File: config.mk
export PLATFORM = sky130hd
export DESIGN_NAME = mt_param_flat
export DESIGN_NICKNAME = d
export VERILOG_FILES = /design/src/rtl/mt_param_if.sv /design/src/rtl/mt_param.sv /design/src/flat_wrapper.sv
export SDC_FILE = /design/constraint.sdc
export NUM_CORES = 2
export LEC_CHECK = 0
export CORE_UTILIZATION = 45
export CTS_CLUSTER_SIZE = 25
export DETAILED_ROUTE_END_ITERATION = 6
export GPL_TIMING_DRIVEN = 0
export SYNTH_ARGS = -nofsm -noshare
export SYNTH_HDL_FRONTEND = slang
export SYNTH_SLANG_ARGS = --single-unit
File: constraint.sdc
create_clock -name clock -period 6.9 [get_ports clock]
set_input_delay 0.69 -clock clock [delete_from_list [all_inputs] [get_ports clock]]
set_output_delay 0.69 -clock clock [all_outputs]
set_load 0.1 [all_outputs]
File: src/rtl/mt_param_if.sv
// Rename-stage bus for mt_param: dispatch group, CDB lanes, checkpoint control
// and the renamed results returned to the dispatch stage.
interface mt_param_if #(
  parameter int unsigned PR_BITS    = 7,
  parameter int unsigned DISPATCH_W = 2,
  parameter int unsigned CDB_W      = 4,
  parameter int unsigned NUM_CKPT   = 4
) ();
  localparam int unsigned AR_W  = 5;
  localparam int unsigned DN_W  = $clog2(DISPATCH_W + 1);
  localparam int unsigned CS_W  = (DISPATCH_W > 1) ? $clog2(DISPATCH_W) : 1;
  localparam int unsigned PTR_W = (NUM_CKPT > 1) ? $clog2(NUM_CKPT) : 1;

  logic [DN_W-1:0]               disp_num;
  logic [DISPATCH_W-1:0]         dest_valid;
  logic [DISPATCH_W*AR_W-1:0]    dest_ar;
  logic [DISPATCH_W*AR_W-1:0]    src1_ar;
  logic [DISPATCH_W*AR_W-1:0]    src2_ar;
  logic [DISPATCH_W*PR_BITS-1:0] fl_pr;
  logic [CDB_W-1:0]              cdb_valid;
  logic [CDB_W*PR_BITS-1:0]      cdb_pr;
  logic                          ckpt_take;
  logic [CS_W-1:0]               ckpt_slot;
  logic                          ckpt_release;
  logic                          recover;
  logic [PTR_W-1:0]              recover_tag;

  logic [DISPATCH_W*PR_BITS-1:0] told;
  logic [DISPATCH_W*PR_BITS-1:0] src1_pr;
  logic [DISPATCH_W*PR_BITS-1:0] src2_pr;
  logic [DISPATCH_W-1:0]         src1_ready;
  logic [DISPATCH_W-1:0]         src2_ready;
  logic [PTR_W-1:0]              ckpt_tag;
  logic                          ckpt_full;

  modport master (
    output disp_num, dest_valid, dest_ar, src1_ar, src2_ar, fl_pr,
           cdb_valid, cdb_pr, ckpt_take, ckpt_slot, ckpt_release,
           recover, recover_tag,
    input  told, src1_pr, src2_pr, src1_ready, src2_ready, ckpt_tag, ckpt_full
  );

  modport slave (
    input  disp_num, dest_valid, dest_ar, src1_ar, src2_ar, fl_pr,
           cdb_valid, cdb_pr, ckpt_take, ckpt_slot, ckpt_release,
           recover, recover_tag,
    output told, src1_pr, src2_pr, src1_ready, src2_ready, ckpt_tag, ckpt_full
  );
endinterface

File: src/rtl/mt_param.sv
// Register map table with per-PR ready bits and a circular checkpoint buffer.
// Optional MT_CDB_BYPASS_EN: same-cycle CDB completions mark sources ready.
module mt_param #(
  parameter int unsigned NUM_AR     = 32,
  parameter int unsigned PR_BITS    = 7,
  parameter int unsigned DISPATCH_W = 2,
  parameter int unsigned CDB_W      = 4,
  parameter int unsigned NUM_CKPT   = 4
) (
  input  logic       clock,
  input  logic       reset,
  mt_param_if.slave  bus
);
  localparam int unsigned AR_W   = 5;
  localparam int unsigned NUM_PR = 1 << PR_BITS;
  localparam int unsigned DN_W   = $clog2(DISPATCH_W + 1);
  localparam int unsigned CS_W   = (DISPATCH_W > 1) ? $clog2(DISPATCH_W) : 1;
  localparam int unsigned PTR_W  = (NUM_CKPT > 1) ? $clog2(NUM_CKPT) : 1;
  localparam int unsigned CNT_W  = $clog2(NUM_CKPT + 1);

  typedef logic [PR_BITS-1:0] pr_t;
  typedef logic [AR_W-1:0]    ar_t;

  pr_t               map_q [NUM_AR];
  pr_t               map_d [NUM_AR];
  pr_t               snap_c [NUM_AR];
  pr_t               ckpt_q [NUM_CKPT][NUM_AR];
  logic [NUM_PR-1:0] ready_q, ready_d;
  logic [PTR_W-1:0]  head_q, head_d, tail_q, tail_d;
  logic [CNT_W-1:0]  count_q, count_d;
  logic              full_c, rel_c, take_ok_c;

  logic              wr_v [DISPATCH_W];
  ar_t               dest_a [DISPATCH_W];
  ar_t               s1_a [DISPATCH_W];
  ar_t               s2_a [DISPATCH_W];
  pr_t               fl_a [DISPATCH_W];
  pr_t               cdb_a [CDB_W];
  pr_t               told_a [DISPATCH_W];
  pr_t               s1pr_a [DISPATCH_W];
  pr_t               s2pr_a [DISPATCH_W];
  logic              s1fwd [DISPATCH_W];
  logic              s2fwd [DISPATCH_W];
  logic              hit1 [DISPATCH_W];
  logic              hit2 [DISPATCH_W];

  logic [DISPATCH_W*PR_BITS-1:0] told_c, src1_pr_c, src2_pr_c;
  logic [DISPATCH_W-1:0]         src1_ready_c, src2_ready_c;

  // Unpack the flat per-slot and per-lane buses.
  always_comb begin
    for (int s = 0; s < DISPATCH_W; s++) begin
      wr_v[s]   = (DN_W'(s) < bus.disp_num) && bus.dest_valid[s];
      dest_a[s] = bus.dest_ar[s*AR_W +: AR_W];
      s1_a[s]   = bus.src1_ar[s*AR_W +: AR_W];
      s2_a[s]   = bus.src2_ar[s*AR_W +: AR_W];
      fl_a[s]   = bus.fl_pr[s*PR_BITS +: PR_BITS];
    end
    for (int l = 0; l < CDB_W; l++) cdb_a[l] = bus.cdb_pr[l*PR_BITS +: PR_BITS];
  end

  // Lookup from the registered map; later older slots override earlier ones.
  always_comb begin
    for (int s = 0; s < DISPATCH_W; s++) begin
      told_a[s] = map_q[dest_a[s]];
      s1pr_a[s] = map_q[s1_a[s]];
      s2pr_a[s] = map_q[s2_a[s]];
      s1fwd[s]  = 1'b0;
      s2fwd[s]  = 1'b0;
      for (int j = 0; j < s; j++) begin
        if (wr_v[j]) begin
          if (dest_a[j] == dest_a[s]) told_a[s] = fl_a[j];
          if (dest_a[j] == s1_a[s]) begin
            s1pr_a[s] = fl_a[j];
            s1fwd[s]  = 1'b1;
          end
          if (dest_a[j] == s2_a[s]) begin
            s2pr_a[s] = fl_a[j];
            s2fwd[s]  = 1'b1;
          end
        end
      end
    end
  end

  always_comb begin
    for (int s = 0; s < DISPATCH_W; s++) begin
      hit1[s] = 1'b0;
      hit2[s] = 1'b0;
`ifdef MT_CDB_BYPASS_EN
      for (int l = 0; l < CDB_W; l++) begin
        if (bus.cdb_valid[l] && cdb_a[l] == s1pr_a[s]) hit1[s] = 1'b1;
        if (bus.cdb_valid[l] && cdb_a[l] == s2pr_a[s]) hit2[s] = 1'b1;
      end
`endif
    end
  end

  always_comb begin
    told_c       = '0;
    src1_pr_c    = '0;
    src2_pr_c    = '0;
    src1_ready_c = '0;
    src2_ready_c = '0;
    for (int s = 0; s < DISPATCH_W; s++) begin
      told_c[s*PR_BITS +: PR_BITS]    = told_a[s];
      src1_pr_c[s*PR_BITS +: PR_BITS] = s1pr_a[s];
      src2_pr_c[s*PR_BITS +: PR_BITS] = s2pr_a[s];
      src1_ready_c[s] = !s1fwd[s] && (ready_q[s1pr_a[s]] || hit1[s]);
      src2_ready_c[s] = !s2fwd[s] && (ready_q[s2pr_a[s]] || hit2[s]);
    end
  end

  assign bus.told       = told_c;
  assign bus.src1_pr    = src1_pr_c;
  assign bus.src2_pr    = src2_pr_c;
  assign bus.src1_ready = src1_ready_c;
  assign bus.src2_ready = src2_ready_c;
  assign bus.ckpt_tag   = tail_q;
  assign bus.ckpt_full  = full_c;

  // Map/ready update; CDB sets go first so a dispatch clear to the same tag wins.
  always_comb begin
    map_d   = map_q;
    snap_c  = map_q;
    ready_d = ready_q;
    for (int l = 0; l < CDB_W; l++) begin
      if (bus.cdb_valid[l]) ready_d[cdb_a[l]] = 1'b1;
    end
    if (bus.recover) begin
      map_d = ckpt_q[bus.recover_tag];
    end else begin
      for (int s = 0; s < DISPATCH_W; s++) begin
        if (wr_v[s]) begin
          map_d[dest_a[s]] = fl_a[s];
          ready_d[fl_a[s]] = 1'b0;
        end
        if (CS_W'(s) == bus.ckpt_slot) snap_c = map_d;
      end
    end
  end

  // Checkpoint FIFO pointers; release is applied before any recover.
  always_comb begin
    full_c    = (count_q == CNT_W'(NUM_CKPT));
    rel_c     = bus.ckpt_release && (count_q != '0);
    take_ok_c = bus.ckpt_take && !full_c && !bus.recover && reset;
    head_d    = head_q + PTR_W'(rel_c);
    count_d   = count_q - CNT_W'(rel_c);
    tail_d    = tail_q;
    if (bus.recover) begin
      tail_d  = bus.recover_tag;
      count_d = CNT_W'(PTR_W'(bus.recover_tag - head_d));
    end else if (take_ok_c) begin
      tail_d  = tail_q + PTR_W'(1);
      count_d = count_d + CNT_W'(1);
    end
  end

  always_ff @(posedge clock or negedge reset) begin
    if (!reset) begin
      for (int i = 0; i < NUM_AR; i++) map_q[i] <= PR_BITS'(i);
      ready_q <= '1;
      head_q  <= '0;
      tail_q  <= '0;
      count_q <= '0;
    end else begin
      map_q   <= map_d;
      ready_q <= ready_d;
      head_q  <= head_d;
      tail_q  <= tail_d;
      count_q <= count_d;
    end
  end

  // Snapshot storage; validity is tracked solely by head/count.
  always_ff @(posedge clock) begin
    if (take_ok_c) ckpt_q[tail_q] <= snap_c;
  end
endmodule

File: src/flat_wrapper.sv
// flat-port wrapper written by rule: the top's interface ports become plain ports
module mt_param_flat 
#(
  parameter int unsigned NUM_AR     = 32,
  parameter int unsigned PR_BITS    = 7,
  parameter int unsigned DISPATCH_W = 2,
  parameter int unsigned CDB_W      = 4,
  parameter int unsigned NUM_CKPT   = 4
)
  (clock, reset, bus_disp_num, bus_dest_valid, bus_dest_ar, bus_src1_ar, bus_src2_ar, bus_fl_pr, bus_cdb_valid, bus_cdb_pr, bus_ckpt_take, bus_ckpt_slot, bus_ckpt_release, bus_recover, bus_recover_tag, bus_told, bus_src1_pr, bus_src2_pr, bus_src1_ready, bus_src2_ready, bus_ckpt_tag, bus_ckpt_full);
  mt_param_if #(.PR_BITS(PR_BITS), .DISPATCH_W(DISPATCH_W), .CDB_W(CDB_W), .NUM_CKPT(NUM_CKPT)) bus_i ();
  input  logic clock;
  input  logic reset;
  input wire logic [$bits(bus_i.disp_num)-1:0] bus_disp_num;
  input wire logic [$bits(bus_i.dest_valid)-1:0] bus_dest_valid;
  input wire logic [$bits(bus_i.dest_ar)-1:0] bus_dest_ar;
  input wire logic [$bits(bus_i.src1_ar)-1:0] bus_src1_ar;
  input wire logic [$bits(bus_i.src2_ar)-1:0] bus_src2_ar;
  input wire logic [$bits(bus_i.fl_pr)-1:0] bus_fl_pr;
  input wire logic [$bits(bus_i.cdb_valid)-1:0] bus_cdb_valid;
  input wire logic [$bits(bus_i.cdb_pr)-1:0] bus_cdb_pr;
  input wire logic [$bits(bus_i.ckpt_take)-1:0] bus_ckpt_take;
  input wire logic [$bits(bus_i.ckpt_slot)-1:0] bus_ckpt_slot;
  input wire logic [$bits(bus_i.ckpt_release)-1:0] bus_ckpt_release;
  input wire logic [$bits(bus_i.recover)-1:0] bus_recover;
  input wire logic [$bits(bus_i.recover_tag)-1:0] bus_recover_tag;
  output wire logic [$bits(bus_i.told)-1:0] bus_told;
  output wire logic [$bits(bus_i.src1_pr)-1:0] bus_src1_pr;
  output wire logic [$bits(bus_i.src2_pr)-1:0] bus_src2_pr;
  output wire logic [$bits(bus_i.src1_ready)-1:0] bus_src1_ready;
  output wire logic [$bits(bus_i.src2_ready)-1:0] bus_src2_ready;
  output wire logic [$bits(bus_i.ckpt_tag)-1:0] bus_ckpt_tag;
  output wire logic [$bits(bus_i.ckpt_full)-1:0] bus_ckpt_full;
  assign bus_i.disp_num = bus_disp_num;
  assign bus_i.dest_valid = bus_dest_valid;
  assign bus_i.dest_ar = bus_dest_ar;
  assign bus_i.src1_ar = bus_src1_ar;
  assign bus_i.src2_ar = bus_src2_ar;
  assign bus_i.fl_pr = bus_fl_pr;
  assign bus_i.cdb_valid = bus_cdb_valid;
  assign bus_i.cdb_pr = bus_cdb_pr;
  assign bus_i.ckpt_take = bus_ckpt_take;
  assign bus_i.ckpt_slot = bus_ckpt_slot;
  assign bus_i.ckpt_release = bus_ckpt_release;
  assign bus_i.recover = bus_recover;
  assign bus_i.recover_tag = bus_recover_tag;
  assign bus_told = bus_i.told;
  assign bus_src1_pr = bus_i.src1_pr;
  assign bus_src2_pr = bus_i.src2_pr;
  assign bus_src1_ready = bus_i.src1_ready;
  assign bus_src2_ready = bus_i.src2_ready;
  assign bus_ckpt_tag = bus_i.ckpt_tag;
  assign bus_ckpt_full = bus_i.ckpt_full;
  mt_param #(.NUM_AR(NUM_AR), .PR_BITS(PR_BITS), .DISPATCH_W(DISPATCH_W), .CDB_W(CDB_W), .NUM_CKPT(NUM_CKPT)) u_core (.clock(clock), .reset(reset), .bus(bus_i));
endmodule
After elaboration in Yosys (flattened, before gate mapping)
Memory sizes are Yosys's and may differ from the RTL's.
Index checks and enable logic that the tools add are counted.

word-level totals
  register bits after elaboration = 359
  bits in latches = 0
  RAM bits = 896
  bits in read-only memories = 0
  input bits = 88
  word-level logic and storage cells = 182
  memories kept = 1

memories
  name           depth  bits a word  rd ports  clocked after Yosys merged registers in  wr ports  RTL line        source
  u_core.ckpt_q  4      224          1         0                                        1         mt_param.sv:27  pr_t ckpt_q [NUM_CKPT][NUM_AR];

operators by class
  add/subtract/negate cells = 5
  multiply operators = 0
  div/mod/pow operators = 0
  magnitude comparators = 26
  equal/unequal tests = 4
  shift-type cells = 0
  multiplexer cells = 74
  bitwise gates (word level) = 14
  reductions and logical operators = 22

operators with widths
  cell                 count
  $mux 224             6
  $mux 128             8
  $or 128x128->128     4
  $bwmux 224           2
  $and 128x128->128    2
  $not 128->128        2
  $bmux 7 s5           6
  $mux 7               20
  $lt 7x8->1 const B   10
  $demux 7 s5          2
  $demux 1 s7          6
  $ge 7x1->1 const B   6
  $ge 6x6->1 const B   6
  $not 5->6            6
  $bmux 1 s7           4
  $logic_and 1x1->1    16
  $mux 1               16
  $eq 5x5->1           3
  $lt 6x1->1 const B   2
  $mux 3               2
  $logic_not 1->1      4
  $lt 1x2->1 const A   2
  $mux 2               2
  $add 3x1->3 const B  1
  7 further kinds      7

Longest topological paths before layout
  depth after elaboration = 18
  gate-level depth with buffers = 17

Worst setup path after synthesis
No wires, ideal clock.

  path kind = input to output
  from = in bus_src2_ar[7]
  to = out bus_src2_ready[1]
  arrival = 7,008 ps
  data required time = 6,210 ps
  path slack = -798 ps
  stages = 12
  path buffers = 3
  cell sequence = buf_2 > buf_2 > buf_2 > mux4_2 > mux4_2 > mux2i_1 > o21ai_1 > nand2_1 > a221o_1 > o211ai_1 > nor4_1 > nor4_1

on the way
  word-level cells in the longest chain between the ends = 9

RTL lines
  what                                       RTL line            source
  from (decl)                                flat_wrapper.sv:18  input wire logic [$bits(bus_i.src2_ar)-1:0] bus_src2_ar;
  $not 5->6 (implied by the code)            mt_param.sv:67      s2pr_a[s] = map_q[s2_a[s]];
  $bmux 7 s5                                 mt_param.sv:67
  $mux 7 (implied by the code) (2 in a row)  mt_param.sv:67
  $mux 7                                     mt_param.sv:77      if (dest_a[j] == s2_a[s]) begin
  $mux 7 *                                   mt_param.sv:71      if (wr_v[j]) begin
  net bus_src2_pr[10]                        flat_wrapper.sv:29  output wire logic [$bits(bus_i.src2_pr)-1:0] bus_src2_pr;
  $bmux 1 s7 *                               mt_param.sv:110     src2_ready_c[s] = !s2fwd[s] && (ready_q[s2pr_a[s]] || hit2[s]);
  $mux 1 (implied by the code) *             mt_param.sv:110
  $logic_and 1x1->1 *                        mt_param.sv:110
  to (decl)                                  flat_wrapper.sv:31  output wire logic [$bits(bus_i.src2_ready)-1:0] bus_src2_ready;

Mark *: on every way through the listed nets, which the timed path passes. The rest lies on a longest branch. The select of a mux whose other input is x is not followed.

Worst setup path in the final report
  from = in bus_dest_ar[9]
  to = out bus_told[13]

on the way
  word-level cells in the longest chain between the ends = 6

RTL lines
  what                                       RTL line            source
  from (decl)                                flat_wrapper.sv:16  input wire logic [$bits(bus_i.dest_ar)-1:0] bus_dest_ar;
  $not 5->6 (implied by the code)            mt_param.sv:65      told_a[s] = map_q[dest_a[s]];
  $bmux 7 s5                                 mt_param.sv:65
  $mux 7 (implied by the code) (2 in a row)  mt_param.sv:65
  $mux 7                                     mt_param.sv:72      if (dest_a[j] == dest_a[s]) told_a[s] = fl_a[j];
  $mux 7 *                                   mt_param.sv:71
  to (decl)                                  flat_wrapper.sv:27  output wire logic [$bits(bus_i.told)-1:0] bus_told;

Mark *: on every way between the ends. The rest lies on a longest branch, timed or not. The select of a mux whose other input is x is not followed.

==> results_dict.tcl <==
set metrics [dict create \
    clkPwrFrac 0.310 \
    firstDrtPassIters 7 \
    wl_mm 411 \
    timing.hold.ws_ps 217 \
    dr.first_iter.drc_count 11800 \
    status "finished with violations" \
    slowest_stage "clkdlybuf4s50_1" \
    io_buffers 106 \
    hold_viol 0 \
    rsz0062_at_grt "false" \
    post-route-period-util 1.02 \
    start_util 0.455 \
    p_per_area_nw_per_um2 283 \
    place_ws_ps -1170 \
    die_y_um 411 \
    place_congestion 1.11 \
    crit_cells 8 \
    htree_levels 4 \
    cts_tree "done" \
    final_net_count 6470 \
    synth_ff_type "edfxtp_1" \
    hold_buffers 0 \
    path_buf_inv 4 \
    slowest_delay_ps 1250 \
    vias 66200 \
    switchingPower_uw 8830 \
    rrSetupSlack_ps 3450 \
    cts_sinks 1255 \
    post_drt_via_cell_ratio 7.57 \
    setup_viol 8 \
    wl_per_cell_um 47.0 \
    period_needed_ps 7060 \
    pwr-share-seq 0.440 \
    synth_warnings 0 \
    syn-cell-area_um2 75400 \
    dp.final_hpwl_mm 297 \
    insertion_delay_ps 840 \
    avgSynthCellArea_um2 12.4 \
    critical_path_class "input port to output pin" \
    synthToLayoutAreaGrowth_pct 12.9 \
    fin_skew_ps 41.3 \
    clkTransAtPathRegs_ps 60 \
    cp.arrival_ps 6370 \
    comb_power_share 0.249 \
    num_rows 149 \
    async_flop_share 0.286 \
    slew_viol_final 127 \
    cts_buffers 135 \
    setup.worst_path.start_class "input port" \
    holdCritPathClass "input port to asynchronous set/reset pin" \
    grt_pass1_wl_mm 544 \
    cts.path.max_buffers 3 \
    grt_max_degree 103 \
    place_area_um2 80400 \
    cts_root_buf "clkbuf_16" \
    rr_worst_depth 6 \
    synthDistinctLibCells 77 \
    ant_nets 0 \
    antenna_found_initial 61 \
    timing.rr.start "u_core.count_q[0]" \
    die_x_um 411 \
    grt_overflow 0 \
    fmax_mhz 142 \
    critPathLaunch "bus_dest_ar[9]" \
    failed_checks "DRC, capacitance limit, slew limit, setup timing" \
    finalInstanceArea_um2 85200 \
    critPathMaxFanout 10 \
    core_um2 166000 \
    peakVddDrop_v 0.000290 \
    drv_cap 14 \
    grt_pass1_vias 61200 \
    crit_chain "clkdlybuf4s50_1 -> clkbuf_1 -> nor3_1 -> clkbuf_1 -> a22o_1 -> a221oi_1 -> a31oi_1 -> clkdlybuf4s50_1" \
    critPathTopFamily "buffers and inverters" \
    seq_area_frac_synth 0.479 \
    fin_total_pwr_uw 24100 \
    endpoint "bus_told[13]" \
    grt_usage 0.481 \
    synth-seq-cells 1255 \
    slew_headroom -0.190 \
    setup_slack_ps -159 \
    worstReg2RegEnd "u_core.ckpt_q[1][71]" \
    synth_edf_count 896 \
    internal-power_uw 15300 \
    tightest_slew_ps 1780 \
    p_sw_frac 0.366 \
    fp.dieArea_um2 169000 \
    critical_path_required_ps 6210 \
    layout-drive-gt1-share 0.232 \
    end_kind "output pin" \
    syn-num-nets 6185 \
    drc_errors 33 \
    netlist_instances 6088 \
    io_pins 137 \
    p_leak_uw 0.0293 \
]
worst min-delay path by stage:
stage                startpoint                     end  slack [ps]  depth (start not counted)
4_1_cts                   reset      u_core.ready_q[21]         220                          1
6_report                  reset      u_core.ready_q[18]         220                          1
3_3_place_gp   u_core.head_q[1]        u_core.head_q[1]         460                          1
5_1_grt                   reset      u_core.ready_q[16]         270                          1
2_1_floorplan             reset  u_core.bus.ckpt_tag[0]         390                          0
3_5_place_dp   u_core.head_q[1]        u_core.head_q[1]         460                          1
registers in the layout, summed over array words and instances (netlist names):
name and count:
u_core.head_q 2, u_core.map_q 224, u_core.ckpt_q 896, u_core.count_q 3
u_core.ready_q 128, u_core.bus.ckpt_tag 2
Yosys cell counts, drive strengths merged, types with 14 or more instances:
| master | count | area share |
|---|---|---|
| edfxtp | 896 | 0.36 |
| nand2 | 845 | 0.042 |
| mux4 | 598 | 0.18 |
| o21ai | 550 | 0.037 |
| mux2i | 548 | 0.073 |
| clkbuf | 358 | 0.018 |
| nor2 | 256 | 0.013 |
| a22oi | 236 | 0.024 |
| dfstp | 208 | 0.072 |
| mux2 | 204 | 0.030 |
| a21oi | 166 | 0.011 |
| buf | 164 | 0.012 |
| dfrtp | 151 | 0.050 |
| o22ai | 118 | 0.0098 |
| nand3 | 100 | 0.0066 |
| o32a | 94 | 0.012 |
| inv | 89 | 0.0044 |
| nor3 | 41 | 0.0029 |
| or2 | 37 | 0.0031 |
| a311oi | 36 | 0.0042 |
| nor2b | 34 | 0.0029 |
| o211ai | 34 | 0.0034 |
| o22a | 31 | 0.0036 |
| nand4 | 27 | 0.0022 |
| a31oi | 26 | 0.0022 |
| o221ai | 26 | 0.0030 |
| and2 | 22 | 0.0018 |
| and3 | 22 | 0.0018 |
| a32oi | 19 | 0.0022 |
| nand2b | 18 | 0.0015 |
| a211oi | 15 | 0.0015 |
| a221oi | 14 | 0.0017 |
| a22o | 14 | 0.0016 |
worst reg2reg max path, delay by kind of cell (launching register included):
kind / cells / cell delay [ps]
buffers and inverters: 3 / 770
flip-flops: 1 / 350
AND/OR/NAND/NOR: 3 / 1940
cells in the final DEF (no fill, tap or decap), types with 22 or more instances in the layout:
master | netlist | layout
nand3_1 | 100 | 100
nand2_1 | 845 | 845
dfrtp_1 | 151 | 151
clkdlybuf4s50_1 | 0 | 100
a31oi_1 | 26 | 24
o221ai_1 | 26 | 26
buf_1 | 72 | 67
nand4_1 | 27 | 27
buf_16 | 0 | 28
clkbuf_2 | 2 | 72
and3_1 | 22 | 22
buf_4 | 18 | 22
o22ai_1 | 118 | 118
o211ai_1 | 34 | 34
diode_2 | 0 | 81
inv_1 | 87 | 87
nor2_1 | 255 | 251
dfstp_2 | 208 | 208
mux4_2 | 598 | 598
edfxtp_1 | 896 | 896
o22a_1 | 31 | 31
o21ai_0 | 545 | 545
nor2b_1 | 33 | 33
clkbuf_16 | 0 | 136
nor3_1 | 38 | 32
mux2i_1 | 546 | 546
buf_2 | 60 | 62
a311oi_1 | 36 | 36
or2_2 | 36 | 36
clkbuf_1 | 356 | 319
a21oi_1 | 165 | 164
mux2_2 | 204 | 204
a22oi_1 | 235 | 235
o32a_1 | 94 | 94
logic make-up after synthesis:
kind of cell | after synthesis | share of synthesized area
muxes | 1350 | 0.282
DFF | 1255 | 0.479
xor gates and xnor gates | 21 | 0.00244
and+or+nand+nor | 1435 | 0.0808
AOI/OAI and AO/OA | 1406 | 0.120
adders and majority gates | 9 | 0.00149
buffers and inverters | 612 | 0.0339
layout make-up:
| cell class | count | area [µm²] |
|---|---|---|
| fill | 14400 | 80500 |
| multi-input combinational | 4221 | 36900 |
| sequential | 1255 | 36100 |
| clock buffer | 176 | 3640 |
| tap | 2189 | 2740 |
| buffer | 521 | 2310 |
| timing repair buffer | 149 | 2040 |
| clock inverter | 74 | 911 |
| inverter | 90 | 338 |
| antenna | 81 | 203 |
metal layers:
| layer | global-route usage | vias up | share of wire |
|---|---|---|---|
| met2 | 0.662 | 6314 | 0.41 |
| li1 | - | 24700 | - |
| met4 | 0.402 | 30 | 0.11 |
| met1 | 0.584 | 33500 | 0.35 |
| met5 | 0.0175 | - | 0.00094 |
| met3 | 0.198 | 1739 | 0.14 |
through the flow:
step,std cells,setup TNS [ps],util
after global placement,8383,-,0.478
after CTS,8675,0,0.513
final,8756,-398,0.514
after detailed placement,8423,-4370,0.485
after floorplan,6088,0,-
after global routing,8703,0,0.513
repair_timing:
| action | in CTS | in global routing |
|---|---|---|
| pin swaps | 1 | 0 |
| setup buffers | 2 | 0 |
| endpoints found under the setup margin | 12 | 7 |
| gates resized for setup | 21 | 11 |
power groups by stage:
stage               sequential [µW]  clock (µW)  combinational, µW
floorplan                      9520           0               3770
global placement              10600           0               5650
detailed placement            10600           0               5740
CTS                           10400        7500               5760
global route                  10500        7790               6170
finish                        10600        7490               6010
Note: power is estimated with default switching activity, not from simulation.
